===== src/rtl/muldiv_sequencer.sv =====
// muldiv_sequencer: bit-serial MULT/MULTU/DIV/DIVU engine
// owning the architectural HI/LO registers.
module muldiv_sequencer #(
  parameter int WIDTH = 32
) (
  input  logic             clk,
  input  logic             rst,
  input  logic             start,
  input  logic [1:0]       op,
  input  logic [WIDTH-1:0] src_a,
  input  logic [WIDTH-1:0] src_b,
  input  logic             mthi,
  input  logic             mtlo,
  input  logic [WIDTH-1:0] wdata,
  input  logic             flush,
  output logic             busy,
  output logic             done,
  output logic [WIDTH-1:0] hi,
  output logic [WIDTH-1:0] lo
);

  typedef enum logic [1:0] {
    IDLE,
    CALC,
    FIX
  } state_t;

  localparam int CW = $clog2(WIDTH + 1);
  localparam logic [CW-1:0] LAST = CW'(WIDTH - 1);

  state_t state, state_nx;

  logic [CW-1:0]      cnt;
  logic [2*WIDTH-1:0] acc;
  logic [WIDTH-1:0]   a_raw;
  logic [WIDTH-1:0]   b_mag;
  logic               is_div;
  logic               neg_q;
  logic               neg_r;

  logic               a_neg;
  logic               b_neg;
  logic [WIDTH-1:0]   a_mag;
  logic [WIDTH-1:0]   b_abs;

  logic [WIDTH:0]     mul_sum;
  logic [2*WIDTH-1:0] mul_nx;
  logic [WIDTH:0]     div_sh;
  logic [WIDTH:0]     div_dif;
  logic [2*WIDTH-1:0] div_nx;
  logic [2*WIDTH-1:0] prod;
  logic [WIDTH-1:0]   quo;
  logic [WIDTH-1:0]   rem;

  assign a_neg = op[0] & src_a[WIDTH-1];
  assign b_neg = op[0] & src_b[WIDTH-1];
  assign a_mag = a_neg ? -src_a : src_a;
  assign b_abs = b_neg ? -src_b : src_b;

  // Multiply: acc = {partial, multiplier}; add into top, shift right.
  assign mul_sum = {1'b0, acc[2*WIDTH-1:WIDTH]}
                 + (acc[0] ? {1'b0, b_mag} : '0);
  assign mul_nx  = {mul_sum, acc[WIDTH-1:1]};

  // Divide: acc = {remainder, dividend/quotient}; restoring step.
  assign div_sh  = acc[2*WIDTH-1:WIDTH-1];
  assign div_dif = div_sh - {1'b0, b_mag};
  assign div_nx  = div_dif[WIDTH]
                 ? {acc[2*WIDTH-2:0], 1'b0}
                 : {div_dif[WIDTH-1:0], acc[WIDTH-2:0], 1'b1};

  assign prod = neg_q ? -acc : acc;
  assign quo  = neg_q ? -acc[WIDTH-1:0] : acc[WIDTH-1:0];
  assign rem  = neg_r ? -acc[2*WIDTH-1:WIDTH]
                      : acc[2*WIDTH-1:WIDTH];

  assign busy = (state != IDLE);

  always_ff @(posedge clk) begin
    if (rst) state <= IDLE;
    else     state <= state_nx;
  end

  always_comb begin
    state_nx = state;
    unique case (state)
      IDLE: if (start) state_nx = CALC;
      CALC: begin
        if (flush)            state_nx = IDLE;
        else if (cnt == LAST) state_nx = FIX;
      end
      FIX:     state_nx = IDLE;
      default: state_nx = IDLE;
    endcase
  end

  always_ff @(posedge clk) begin
    if (rst) begin
      cnt    <= '0;
      acc    <= '0;
      a_raw  <= '0;
      b_mag  <= '0;
      is_div <= 1'b0;
      neg_q  <= 1'b0;
      neg_r  <= 1'b0;
      hi     <= '0;
      lo     <= '0;
      done   <= 1'b0;
    end else begin
      done <= 1'b0;
      unique case (state)
        IDLE: begin
          if (start) begin
            cnt    <= '0;
            acc    <= {{WIDTH{1'b0}}, a_mag};
            a_raw  <= src_a;
            b_mag  <= b_abs;
            is_div <= op[1];
            neg_q  <= a_neg ^ b_neg;
            neg_r  <= a_neg;
          end else begin
            if (mthi) hi <= wdata;
            if (mtlo) lo <= wdata;
          end
        end
        CALC: begin
          if (!flush) begin
            cnt <= cnt + 1'b1;
            acc <= is_div ? div_nx : mul_nx;
          end
        end
        FIX: begin
          if (!flush) begin
            done <= 1'b1;
            if (!is_div) begin
              {hi, lo} <= prod;
            end else if (b_mag == '0) begin
              lo <= '1;
              hi <= a_raw;
            end else begin
              lo <= quo;
              hi <= rem;
            end
          end
        end
        default: ;
      endcase
    end
  end

endmodule


===== config.mk =====
export PLATFORM = sky130hd
export DESIGN_NAME = muldiv_sequencer
export DESIGN_NICKNAME = d
export VERILOG_FILES = /design/src/rtl/muldiv_sequencer.sv
export SDC_FILE = /design/constraint.sdc
export NUM_CORES = 1
export LEC_CHECK = 0
export BUFFER_PORTS_ARGS = -buffer_cell sky130_fd_sc_hd__buf_2
export CAP_MARGIN = 20
export CORE_MARGIN = 10
export CORE_UTILIZATION = 50
export CTS_BUF_LIST = sky130_fd_sc_hd__clkbuf_4
export DETAILED_ROUTE_END_ITERATION = 10
export PLACE_DENSITY = 0.72
export SYNTH_ARGS = -nofsm -noshare
export SYNTH_HDL_FRONTEND = slang
export SYNTH_SLANG_ARGS = --single-unit

===== constraint.sdc =====
create_clock -name clk -period 3 [get_ports clk]
set_input_delay 0.6 -clock clk [delete_from_list [all_inputs] [get_ports clk]]
set_output_delay 0.6 -clock clk [all_outputs]
set_load 0.005 [all_outputs]

==> run summary <==
Run status
• finished with violations — outcome
• setup timing — failing checks

Power
• 375.1 mW/mm² — Pwr Density
• 8.835 nW — total leakage power
• 0.349 — clock network power share
• 7.827 mW — Tot Pwr
• 2.733 mW — switching power total
• 0.387 — fraction of power consumed by sequential logic
• 0.3492 — switching part of the total power
• 0.0003868 V — peak supply drop
• 0.264 — combinational share of power
• 5.094 mW — cell-internal power

Timing
• 13 — Final setup violation count
• 3057 ps — Period minus WS final
• true — RSZ-0062 raised after global routing
• 89.63 ps — Worst Hold Slack
• 0.2298 — relative slew slack
• 0 — total count of max-transition violations in the final report
• -56.81 ps — min setup slack post-route
• 46.26 ps — final setup skew
• 1155 ps — pin slew with the least headroom to its limit
• 0 — Final Hold Fails
• 1.019 — fin crit share
• 327.1 MHz — maximum frequency from static timing analysis

Detailed routing
• 6 — router iterations before antenna repair
• 65.71 mm — sum of routed wire length over all layers
• 0 — DRC violations left
• 21.88 µm — routed wirelength normalized by instance count
• 18540 — detailed-route via count
• 6.174 — average via count per standard cell
• 0 — DRT antenna net count
• 2023 — initial DRC count
• 6.668 mm — detailed-routed wire length on met3
• 28.69 mm — met1 routed wirelength after detailed routing
• met5 — top routing layer in use
• 28.52 mm — Routed met2 length

Clocking
• 0 — number of buffers added to fix hold violations after cts
• 70 ps — Clk pin slew, worst setup/hold paths
• 760 ps — worst skew pair latency
• sky130_fd_sc_hd__clkbuf_4 — clk root buf
• done — clock tree from TritonCTS
• 204 — Clock Sink Count
• 3 — clk buf depth
• 2 — number of H-tree levels
• 57 — Num CTS Buffers

Synthesis
• 204 — Yosys reg bits
• sky130_fd_sc_hd__dfxtp_1 — prevailing post-synth register cell
• sky130_fd_sc_hd__dfxtp_1 — cell accounting for the most synthesized area
• 0 — Async SR Flop Fraction
• 0.2535 — proportion of synthesized chip area in sequential cells
• 7.407 µm² — Mapped Avg Cell Area
• 0 — number of flops mapped to enable cells by yosys
• 2175 — Post-Synthesis Cells
• 0 — Yosys warning count
• 0.2535 — fraction of post-synthesis cell area in the top cell type by area
• 0.01611 mm² — Synth Cell Area
• sky130_fd_sc_hd__dfxtp_1, sky130_fd_sc_hd__a21oi_1, sky130_fd_sc_hd__xnor2_1 — top post-synthesis cells by area
• 79 — number of unique standard cell types used by synthesis
• 2350 — Net Count, Synth

Critical path
• -60 ps — Worst R2R Setup Slack
• 5 — worst-path fanout max
• ha_4 > buf_4 > nand2_1 > o31ai_2 > a31oi_4 > o21ai_2 > or3_4 > o2111a_2 > a211o_4 > buf_8 > buf_12 > mux2i_1 > o21ai_1 — CP Cell Sequence
• acc[54] — critical register-to-register path startpoint
• 3610 ps — required time at the worst-slack endpoint
• acc[40] — Worst R2R End
• flop to flop — critical path class
• 13 — cells on worst reg2reg path
• flop — kind of start point of the critical path
• 430 ps — slowest cell delay on critical path
• acc[40] — termination of the worst setup path
• flop — Setup crit end kind
• acc[54] — crit path from
• 3670 ps — data arrival time of the worst path
• sky130_fd_sc_hd__dfxtp_1 — master of the slowest instance on the critical path

Floorplanning
• 170 — I/O Pins
• 199.5 µm — Die Width
• 0.03164 mm² — core outline area
• 199.5 µm — die height
• 65 — total number of placement rows
• 0.03980 mm² — total die area
• 0.5092 — effective utilization at floorplan

Placed design
• 169 — input/output buffers
• 1.010 — routability cong.
• 2872 — number of instances in the placed design
• 0.01905 mm² — Area after DPL
• 50.37 mm — hpwl dp

GRT
• 98.28 mm — first-pass GRT wire length
• 17200 — vias in the first global route
• 165 — largest net degree at the start of global routing
• 0.3146 — GRT Overall Usage
• 0 — final global-route overflow total
• 3 — antenna violations before repair

Finish
• 2729 — Total Nets Final
• 0.02087 mm² — final design instance area without fill
• 2797 — layout filler cell count
• 29.53% — signed area change from the synthesized netlist to the final layout
• 0.2865 — share of layout cells above drive strength 1
• 3003 — count of non-filler cells in the finished layout

Hold path
• primary input to flop — worst hold path class

Job
• 0 — number of max-cap violations

[state kept, by name, indices dropped and copies added, names as in the netlist, 2 cells and up]
register / flops
state: 2
cnt: 6
b_mag: 32
acc: 64
a_raw: 32
lo: 32
hi: 32
[what timing repair did]
action                     CTS  global route
cloned                       0             3
setup buffers                4            20
setup endpoints to repair   43            52
pin swaps                   11            68
resized for setup           40           159
[synthesized netlist by cell type, types with 11 or more instances]
| master | number |
|---|---|
| sky130_fd_sc_hd__nand4_1 | 18 |
| sky130_fd_sc_hd__o221ai_1 | 31 |
| sky130_fd_sc_hd__a21o_1 | 36 |
| sky130_fd_sc_hd__and3_1 | 17 |
| sky130_fd_sc_hd__nand3_1 | 20 |
| sky130_fd_sc_hd__mux2i_1 | 36 |
| sky130_fd_sc_hd__or2_2 | 14 |
| sky130_fd_sc_hd__nor3_1 | 38 |
| sky130_fd_sc_hd__or4_1 | 14 |
| sky130_fd_sc_hd__a211oi_1 | 107 |
| sky130_fd_sc_hd__nor2_1 | 219 |
| sky130_fd_sc_hd__o211ai_1 | 26 |
| sky130_fd_sc_hd__a22oi_1 | 20 |
| sky130_fd_sc_hd__a31oi_1 | 11 |
| sky130_fd_sc_hd__dfxtp_1 | 204 |
| sky130_fd_sc_hd__or3_1 | 26 |
| sky130_fd_sc_hd__inv_1 | 74 |
| sky130_fd_sc_hd__o21ai_0 | 132 |
| sky130_fd_sc_hd__o41ai_1 | 19 |
| sky130_fd_sc_hd__o21a_1 | 13 |
| sky130_fd_sc_hd__ha_1 | 69 |
| sky130_fd_sc_hd__nor4_1 | 22 |
| sky130_fd_sc_hd__o31ai_1 | 23 |
| sky130_fd_sc_hd__nand2b_1 | 20 |
| sky130_fd_sc_hd__xnor2_1 | 117 |
| sky130_fd_sc_hd__nand2_1 | 228 |
| sky130_fd_sc_hd__a311oi_1 | 18 |
| sky130_fd_sc_hd__clkbuf_1 | 133 |
| sky130_fd_sc_hd__a21oi_1 | 227 |
| sky130_fd_sc_hd__and2_1 | 31 |
| sky130_fd_sc_hd__xor2_1 | 62 |
[logic make-up after synthesis]
group                      synth area share
DFF                                  0.2535
adders and majority gates           0.05608
xor gates and xnor gates            0.09732
muxes                               0.02586
and+or+nand+nor                      0.2071
AOI/OAI and AO/OA                    0.3020
buffers and inverters               0.05810
[final cells by class]
cell class | count | area [µm²] | share of cell area
Clock inverter | 34 | 220.2 | 0.01055
Sequential cell | 204 | 4101 | 0.1966
Clock buffer | 71 | 533.0 | 0.02554
Multi-Input combinational cell | 1736 | 11880 | 0.5691
Inverter | 75 | 291.5 | 0.01397
Timing Repair Buffer | 480 | 3339 | 0.1600
Antenna cell | 1 | 2.502 | 0.0001199
Tap cell | 402 | 503.0 | 0.02410
[how the worst min path moves through the flow]
stage | start | slack, ps | cells after the start | endpoint
after floorplan | a_raw[12] | 430 | 2 | a_raw[12]
after global placement | lo[18] | 440 | 2 | lo[18]
after detailed placement | hi[22] | 450 | 2 | hi[22]
after CTS | op[1] | 40 | 3 | is_div
after global routing | op[1] | 100 | 3 | is_div
final | op[1] | 90 | 3 | is_div
[placed cells by master (no fill, tap or decap), types with 13 or more instances in the layout]
cell                         n
sky130_fd_sc_hd__nor2_1    212
sky130_fd_sc_hd__a22oi_1    20
sky130_fd_sc_hd__buf_2     168
sky130_fd_sc_hd__xnor2_1   117
sky130_fd_sc_hd__or3_1      23
sky130_fd_sc_hd__nor4_1     20
sky130_fd_sc_hd__a311oi_1   17
sky130_fd_sc_hd__a21oi_2    15
sky130_fd_sc_hd__buf_4     295
sky130_fd_sc_hd__dfxtp_1   192
sky130_fd_sc_hd__nand2b_1   17
sky130_fd_sc_hd__or2_2      13
sky130_fd_sc_hd__and3_1     16
sky130_fd_sc_hd__inv_1      62
sky130_fd_sc_hd__nor3_1     36
sky130_fd_sc_hd__mux2i_1    32
sky130_fd_sc_hd__o21a_1     13
sky130_fd_sc_hd__o41ai_1    14
sky130_fd_sc_hd__clkinv_1   24
sky130_fd_sc_hd__nand2_1   227
sky130_fd_sc_hd__clkbuf_4   71
sky130_fd_sc_hd__a21oi_1   213
sky130_fd_sc_hd__o211ai_1   26
sky130_fd_sc_hd__o221ai_1   30
sky130_fd_sc_hd__o31ai_1    18
sky130_fd_sc_hd__o21ai_1    27
sky130_fd_sc_hd__nand4_1    18
sky130_fd_sc_hd__ha_1       55
sky130_fd_sc_hd__a211oi_1   98
sky130_fd_sc_hd__or4_1      13
sky130_fd_sc_hd__nand3_1    19
sky130_fd_sc_hd__xor2_1     61
sky130_fd_sc_hd__o21ai_0   104
sky130_fd_sc_hd__and2_1     29
sky130_fd_sc_hd__a21o_1     36
[through the flow]
stage / util / setup slack, ps / setup TNS, ps
final: 0.6596 / -56.81 / -423.7
after global routing: 0.6596 / -198.2 / -3521
after CTS: 0.6331 / -24.21 / -47.74
after detailed placement: 0.6021 / -202.8 / -4788
after global placement: 0.6021 / -110.2 / -1349
after floorplan: - / 9.157 / 0
[worst max-delay path: cells and delay by family, from the launching register on]
kind | cells | cell delay, ps
AOI/OAI and AO/OA | 6 | 1130
and+or+nand+nor | 2 | 510
buffers and inverters | 3 | 440
DFF | 1 | 430
adders and majority gates | 1 | 250
muxes | 1 | 160
[power groups by stage]
stage | Clock [mW] | Combinational, mW | Sequential (mW)
CTS | 2.76 | 1.93 | 3.01
detailed placement | 0 | 1.89 | 3.07
finish | 2.74 | 2.07 | 3.03
floorplan | 0 | 1.11 | 3.03
global route | 2.90 | 2.23 | 3.04
global placement | 0 | 1.87 | 3.06
[layer usage]
metal,vias up,GRT usage
met5,-,0
met4,2,0.08441
met3,141,0.06493
met2,885,0.4762
met1,8804,0.4420
li1,8710,-
(Power assumes the default switching activity.)
